### config.mk
export PLATFORM = sky130hd
export DESIGN_NAME = rshf_iter_flat
export DESIGN_NICKNAME = d
export VERILOG_FILES = /design/src/rtl/shf_pkg.sv /design/src/rtl/rshf_iter_if.sv /design/src/rtl/rshf1.sv /design/src/rtl/rshf_iter.sv /design/src/flat_wrapper.sv
export SDC_FILE = /design/constraint.sdc
export NUM_CORES = 1
export LEC_CHECK = 0
export ABC_AREA = 1
export CAP_MARGIN = 20
export CORE_MARGIN = 2
export CORE_UTILIZATION = 39
export DETAILED_ROUTE_END_ITERATION = 10
export SLEW_MARGIN = 40
export SYNTH_ARGS = -nofsm -noshare
export SYNTH_HDL_FRONTEND = slang
export SYNTH_HIERARCHICAL = 1
export SYNTH_SLANG_ARGS = --single-unit
### constraint.sdc
create_clock -name clk -period 1.8 [get_ports clk]
set_clock_uncertainty 0.05 [all_clocks]
set_input_delay 0.18 -clock clk [delete_from_list [all_inputs] [get_ports clk]]
set_output_delay 0.18 -clock clk [all_outputs]
set_load 0.01 [all_outputs]
### src/rtl/shf_pkg.sv
// Shared definitions for the LC-3b SHF datapath: sequencer states, operand
// width and the ir[5:4] shift-mode encodings.
package shf_pkg;

   localparam int SHF_WIDTH = 16;

   typedef enum logic [1:0] {
      IDLE  = 2'b00,
      SHIFT = 2'b01,
      DONE  = 2'b10
   } state_t;

   typedef enum logic [1:0] {
      LSHF  = 2'b00,
      RSHFL = 2'b01,
      RSHFA = 2'b11
   } shf_mode_t;

   // Decodes ir[5:4] into the arith select used by the right shifter.
   function automatic logic mode_is_arith(input logic [1:0] mode);
      logic res;
      case (mode)
         RSHFA:   res = 1'b1;
         default: res = 1'b0;
      endcase
      return res;
   endfunction

endpackage

### src/rtl/rshf_iter_if.sv
// Request/response bundle between the microsequencer and the iterative
// right shifter.
interface rshf_iter_if
   import shf_pkg::*;
#(
   parameter int WIDTH = SHF_WIDTH,
   parameter int CNT_W = 4
);

   logic             start;
   logic [WIDTH-1:0] in;
   logic [CNT_W-1:0] amount;
   logic             arith;
   logic             busy;
   logic             done;
   logic [WIDTH-1:0] out;

   modport master (
      output start, in, amount, arith,
      input  busy, done, out
   );

   modport slave (
      input  start, in, amount, arith,
      output busy, done, out
   );

endinterface

### src/rtl/rshf1.sv
// Single-bit right shift; the vacated MSB takes the sign bit when arith is set.
module rshf1 #(
   parameter int WIDTH = 16
) (
   input  logic [WIDTH-1:0] in,
   input  logic             arith,
   output logic [WIDTH-1:0] out
);

   // Shift down one place, then refill the top bit.
   always_comb begin
      out            = in >> 1;
      out[WIDTH-1]   = arith & in[WIDTH-1];
   end

endmodule

### src/rtl/rshf_iter.sv
// Iterative right shifter (RSHFL/RSHFA): one bit per clock, with a
// one-cycle done pulse. Requires 2**CNT_W <= WIDTH.
module rshf_iter
   import shf_pkg::*;
#(
   parameter int WIDTH = SHF_WIDTH,
   parameter int CNT_W = 4
) (
   input  logic         clk,
   input  logic         rst_n,
   rshf_iter_if.slave   bus
);

   localparam logic [CNT_W-1:0] CNT_ONE  = {{(CNT_W-1){1'b0}}, 1'b1};
   localparam logic [CNT_W-1:0] CNT_ZERO = {CNT_W{1'b0}};

   state_t           state_r;
   state_t           next_state_s;
   logic [WIDTH-1:0] data_r;
   logic [CNT_W-1:0] count_r;
   logic             mode_r;
   logic [WIDTH-1:0] out_r;
   logic             busy_r;
   logic             done_r;
   logic [WIDTH-1:0] shifted_s;

   rshf1 #(.WIDTH(WIDTH)) u_rshf1 (
      .in    (data_r),
      .arith (mode_r),
      .out   (shifted_s)
   );

   // Next-state decode.
   always_comb begin
      next_state_s = state_r;
      case (state_r)
         IDLE: begin
            if (bus.start) begin
               next_state_s = (bus.amount != CNT_ZERO) ? SHIFT : DONE;
            end else begin
               next_state_s = IDLE;
            end
         end
         SHIFT: begin
            if (count_r == CNT_ONE) begin
               next_state_s = DONE;
            end else begin
               next_state_s = SHIFT;
            end
         end
         DONE:    next_state_s = IDLE;
         default: next_state_s = IDLE;
      endcase
   end

   // State register plus registered busy/done decodes of the upcoming state.
   always_ff @(posedge clk) begin
      if (!rst_n) begin
         state_r <= IDLE;
         busy_r  <= 1'b0;
         done_r  <= 1'b0;
      end else begin
         state_r <= next_state_s;
         busy_r  <= (next_state_s != IDLE);
         done_r  <= (next_state_s == DONE);
      end
   end

   // Operand capture, per-cycle shift and result write-back.
   always_ff @(posedge clk) begin
      if (!rst_n) begin
         data_r  <= {WIDTH{1'b0}};
         count_r <= CNT_ZERO;
         mode_r  <= 1'b0;
         out_r   <= {WIDTH{1'b0}};
      end else begin
         case (state_r)
            IDLE: begin
               if (bus.start) begin
                  data_r  <= bus.in;
                  count_r <= bus.amount;
                  mode_r  <= bus.arith;
                  if (bus.amount == CNT_ZERO) begin
                     out_r <= bus.in;
                  end
               end
            end
            SHIFT: begin
               data_r  <= shifted_s;
               count_r <= count_r - CNT_ONE;
               if (count_r == CNT_ONE) begin
                  out_r <= shifted_s;
               end
            end
            DONE: begin
               data_r <= data_r;
            end
            default: begin
               data_r  <= {WIDTH{1'b0}};
               count_r <= CNT_ZERO;
            end
         endcase
      end
   end

   assign bus.busy = busy_r;
   assign bus.done = done_r;
   assign bus.out  = out_r;

endmodule

### src/flat_wrapper.sv
// flat-port wrapper written by rule: the top's interface ports become plain ports
module rshf_iter_flat import shf_pkg::*;
#(
   parameter int WIDTH = SHF_WIDTH,
   parameter int CNT_W = 4
)
  (clk, rst_n, bus_start, bus_in, bus_amount, bus_arith, bus_busy, bus_done, bus_out);
  rshf_iter_if #(.WIDTH(WIDTH), .CNT_W(CNT_W)) bus_i ();
  input  logic clk;
  input  logic rst_n;
  input wire logic [$bits(bus_i.start)-1:0] bus_start;
  input wire logic [$bits(bus_i.in)-1:0] bus_in;
  input wire logic [$bits(bus_i.amount)-1:0] bus_amount;
  input wire logic [$bits(bus_i.arith)-1:0] bus_arith;
  output wire logic [$bits(bus_i.busy)-1:0] bus_busy;
  output wire logic [$bits(bus_i.done)-1:0] bus_done;
  output wire logic [$bits(bus_i.out)-1:0] bus_out;
  assign bus_i.start = bus_start;
  assign bus_i.in = bus_in;
  assign bus_i.amount = bus_amount;
  assign bus_i.arith = bus_arith;
  assign bus_busy = bus_i.busy;
  assign bus_done = bus_i.done;
  assign bus_out = bus_i.out;
  rshf_iter #(.WIDTH(WIDTH), .CNT_W(CNT_W)) u_core (.clk(clk), .rst_n(rst_n), .bus(bus_i));
endmodule
==> impl_metrics.yaml, run 1 <==
run_status:
  run_status: "completed"
power:
  combPwrFrac_pct: 22.4
  p_seq_share_pct: 48.2
  p_leak_nw: 1.20
  peakVddDrop_uv: 328
  p_int_mw: 1.49
  p_sw_share_pct: 28.5
  power_switching_uw: 593
  power_frac_clock_pct: 29.3
  powerDensity_mw_per_mm2: 823
grt:
  grt_usage_pct: 18.0
  overflow: 0
  grt_max_degree: 38
  antenna_found_initial: 0
  grt_pass1_wl_um: 8490
  grt_pass1_vias: 1871
synth:
  synth_area_mm2: 0.00202
  syn_avg_cell_area_um2: 6.51
  ys_warn_count: 6
  synth_cells: 311
  synth.net_count: 337
route:
  drt-pass1-iter-count: 4
  drc: 0
  vias: 1919
  wl_per_cell_um: 11.7
  routed_via_density: 4.69
  final_antenna_net_count: 0
  drt_iter0_drc: 107
  routed_wl_um: 4770
clocking:
  clockBufferDepth: 2
  numClockSinks: 40
  cts_tree: "yes"
  h-tree-depth: 2
  ctsRootBufferMaster: "clkbuf_8"
  numCtsBuffers: 5
  clock_latency_ps: 290
  clkTransAtPathRegs_ps: 70
  cts.hold.buffers_added: 0
  cts_setup_buffers: 0
  post_cts_resized: 0
finish:
  nets: 364
  n_antenna_cell: 0
  drive_above_1_share_pct: 6.78
  fillCellCount: 526
  area_growth_syn_to_layout_pct: 25.0
  design_area_mm2: 0.00253
critical_path:
  cp_data_required_time_ps: 1980
  worstPathCellList: "inv_2 > nor2_2 > nand3_2 > nand3_1 > nand2_1 > nor2_1"
  slowest_stage: "dfxtp_1"
  path_class: "reg -> reg"
  worst-endpoint-arrival_ps: 1670
  worstSetupStartpointType: "flop"
  critPathMaxStageDelay_ps: 420
  cp-end-kind: "flop"
  cp_max_fo: 16
sta:
  min_period_ps: 1500
  tns_ps: 0
  tightest_slew_ps: 394
  whs_ps: 441
  rsz0062_at_grt: "false"
  fin_ws_ps: 305
  report.final.hold_viol_count: 0
  timing.final.crit_share_pct: 83.1
  final_max_slew_viol_count: 0
  slew_headroom_pct: 73.7
  max_freq_mhz: 669
  setup_violations: 0
floorplanning:
  dieArea_mm2: 0.00578
  pin_count: 42
  start_util_pct: 40.1
  core_mm2: 0.00504
  rows: 26
  die_w_um: 76.0
  die_height_um: 76.0
job:
  drv_cap: 0
placement:
  dp_slack_ps: 232
  dp_hpwl_um: 3110
  place.gp.congestion: 0.839
  placed_area_mm2: 0.00244
  numPortBuffers: 41
min_path:
  min_path_type: "in -> reg"
-- metal layers --
| layer | track usage, % | up-vias | part of all wire [%] |
|---|---|---|---|
| li1 | - | 1014 | - |
| met1 | 22.5 | 857 | 49 |
| met2 | 30.4 | 46 | 46 |
| met3 | 5.21 | 2 | 5.0 |
| met4 | 4.73 | 0 | 0.31 |
| met5 | 0 | - | 0 |
-- cells in the final DEF (no fill, tap or decap) --
master            n
or2_2             1
nand2_2           1
nand4_1           1
o21ai_0          22
nand2_1          97
inv_2             2
inv_1            27
nor2_2            1
dfxtp_1          40
buf_4             8
nor2_4            1
clkbuf_8          6
buf_12            2
nand3_2           1
ha_1              2
a21oi_1           2
nand3_1          19
clkbuf_1          2
clkdlybuf4s50_1  41
a31oi_1          18
nor2_1           45
-- cell type report --
| cell class | instances | area [µm²] | share of cell area [%] |
|---|---|---|---|
| multi-input combinational | 211 | 932 | 36.8 |
| sequential | 40 | 801 | 31.7 |
| timing repair buffer | 51 | 510 | 20.2 |
| inverter | 29 | 109 | 4.30 |
| clock buffer | 8 | 90.1 | 3.56 |
| tap | 70 | 87.6 | 3.46 |
-- final timing paths --
check	depth (start not counted)	end	slack [ps]	from
worst min register to register	2	u_core/data_r[10]	450	u_core/data_r[11]
worst max register to register	6	u_core/bus.out[6]	300	u_core/state_r[0]
worst min-delay path	3	u_core/data_r[15]	440	bus_in[15]
worst max-delay path	6	u_core/bus.out[6]	300	u_core/state_r[0]
-- metrics by stage --
stage | std cells | utilization (%) | power, mW
6_report | 409 | 50.2 | 2.08
5_1_grt | 409 | 50.2 | 2.22
4_1_cts | 409 | 50.2 | 2.10
3_5_place_dp | 401 | 48.4 | 1.49
3_3_place_gp | 401 | 48.4 | 1.49
2_1_floorplan | 311 | - | 1.34
-- critical path, delay by kind of cell (launching register included) --
family	cells	cell delay (ps)
AND/OR/NAND/NOR	5	890
flip-flops	1	420
buffers and inverters	1	70
-- registers in the layout, indices dropped and copies added (netlist names) --
name,count
u_core/state_r,2
u_core/bus.busy,1
u_core/bus.done,1
u_core/data_r,15
u_core/count_r,4
u_core/mode_r,1
u_core/bus.out,16
-- power by group through the flow --
stage	sequential (mW)	combinational (mW)	clock [mW]
after floorplan	1.03	0.318	0
after detailed placement	1.02	0.469	0
after CTS	1.00	0.470	0.630
after global routing	1.01	0.536	0.667
after global placement	1.02	0.464	0
final	1.00	0.467	0.611
No activity file was read; power rests on OpenSTA's default activity.
==> run 2, diff against run 1 <==
clock period = 1.4 ns   (was 1.8 ns; I/O delays follow)
==> impl_metrics.yaml, run 2 (same netlist as run 1, synthesis figures left out) <==
run_status:
  run_status: "completed"
power:
  powerDensity_mw_per_mm2: 1020
  peakVddDrop_uv: 431
  finalPower_mw: 2.67
  p_leak_nw: 1.29
placement:
  placed_area_mm2: 0.00252
  numPortBuffers: 41
  place.gp.congestion: 0.807
  dp_hpwl_um: 3090
route:
  drt_iter0_drc: 83
  routed_via_density: 4.62
  wl_per_cell_um: 11.2
  drc: 0
  final_antenna_net_count: 0
  routed_wl_um: 4640
  drt-pass1-iter-count: 4
  vias: 1914
clocking:
  numCtsBuffers: 5
  clock_latency_ps: 290
  ctsRootBufferMaster: "clkbuf_8"
  clockBufferDepth: 2
  h-tree-depth: 2
  cts_tree: "yes"
  clkTransAtPathRegs_ps: 80
  numClockSinks: 40
  cts_setup_buffers: 0
sta:
  min_period_ps: 1350
  final_max_slew_viol_count: 0
  max_freq_mhz: 738
  timing.final.crit_share_pct: 96.7
  slew_headroom_pct: 85.8
  whs_ps: 408
  rsz0062_at_grt: "true"
  setup_violations: 0
  report.final.hold_viol_count: 0
  tightest_slew_ps: 213
grt:
  grt_usage_pct: 17.0
  grt_pass1_wl_um: 8110
  grt_max_degree: 38
  antenna_found_initial: 0
  overflow: 0
  grt_pass1_vias: 1818
critical_path:
  crit_family: "buffers and inverters"
  crit_buf_inv: 1
  path_class: "reg -> out"
  critPathMaxStageDelay_ps: 540
  slowest_stage: "clkdlybuf4s50_1"
  worst-endpoint-arrival_ps: 1160
  worstPathCellList: "clkdlybuf4s50_1"
  worstSetupStartpointType: "flop"
  cp-end-kind: "output pin"
  cp_data_required_time_ps: 1210
  cp_max_fo: 2
finish:
  seqCellArea_um2: 803
  final_cell_mix: "nand2_1 (97), nor2_1 (41), clkdlybuf4s50_1 (38), dfxtp_1 (38), inv_1 (27)"
  design_area_mm2: 0.00263
  n_antenna_cell: 0
  nets: 370
  largest_reg_flops: 16
  final_common_cell: "nand2_1"
  fillCellCount: 527
  area_growth_syn_to_layout_pct: 29.7
  final_util_pct: 52.1
  drive_above_1_share_pct: 10.8
  multi_input_area_um2: 945
floorplanning:
  die_height_um: 76.0
  rows: 26
  core_mm2: 0.00504
  pin_count: 42
  start_util_pct: 40.1
  die_w_um: 76.0
  dieArea_mm2: 0.00578
job:
  drv_cap: 0
min_path:
  min_path_type: "in -> reg"
==> run 2: repair_timing <==
item | 4_1_cts | 5_1_grt
resized for setup | 0 | 10
endpoints found under the setup margin | 0 | 20
hold buffers | 0 | 0
==> run 2: worst paths after layout <==
path | endpoint | depth (start not counted) | slack, ps | from
setup reg to reg | u_core/count_r[1] | 5 | 60 | u_core/count_r[1]
hold reg to reg | u_core/mode_r | 2 | 450 | u_core/mode_r
setup / recovery | bus_out[10] | 1 | 50 | u_core/bus.out[10]
hold / removal | u_core/data_r[6] | 3 | 410 | bus_in[6]
==> run 2: cell type report <==
| type | instances | area share [%] |
|---|---|---|
| Clock buffer | 5 | 2.62 |
| Clock inverter | 2 | 0.476 |
| Inverter | 29 | 4.14 |
| Multi-Input combinational cell | 211 | 36.0 |
| Sequential cell | 40 | 30.6 |
| Tap cell | 70 | 3.33 |
| Timing Repair Buffer | 57 | 22.9 |
==> run 2: layer usage <==
layer | wire, µm | share of wire (%) | global-route usage, % | vias up
met5 | 0 | 0 | 0 | -
met4 | 44 | 0.95 | 5.45 | 0
met3 | 138 | 3.0 | 2.84 | 4
met2 | 2160 | 46 | 29.5 | 31
met1 | 2300 | 50 | 21.5 | 851
li1 | - | - | - | 1028
==> run 2: worst reg2reg max path, stage by stage, from the launching register on <==
cell and delay, ps:
dfxtp_1 330, inv_1 50, buf_4 130, ha_1 260, or2_2 290, a31oi_1 150
==> run 2: where the power goes <==
part | switching, mW | internal [mW] | total (mW) | leakage [nW]
Sequential | 0.0512 | 1.24 | 1.29 | 0.330
Clock | 0.407 | 0.338 | 0.745 | 0.0400
Combinational | 0.333 | 0.304 | 0.637 | 0.924
Total | 0.792 | 1.88 | 2.67 | 1.29
==> run 2: through the flow <==
stage | setup TNS, ps | cells | worst slack [ps]
after floorplan | 0 | 311 | 79.8
after global placement | -1060 | 407 | -74.4
after detailed placement | -1020 | 407 | -76.8
after CTS | 0 | 414 | 16.0
after global routing | -58.1 | 414 | -18.4
final | 0 | 414 | 45.7
==> run 3, diff against run 2 <==
CAP_MARGIN = unset   (was 20)
TNS_END_PERCENT = 20   (was unset)
==> results of run 3 <==
Same layout as run 2: the final DEF is identical, and so are final timing and power.
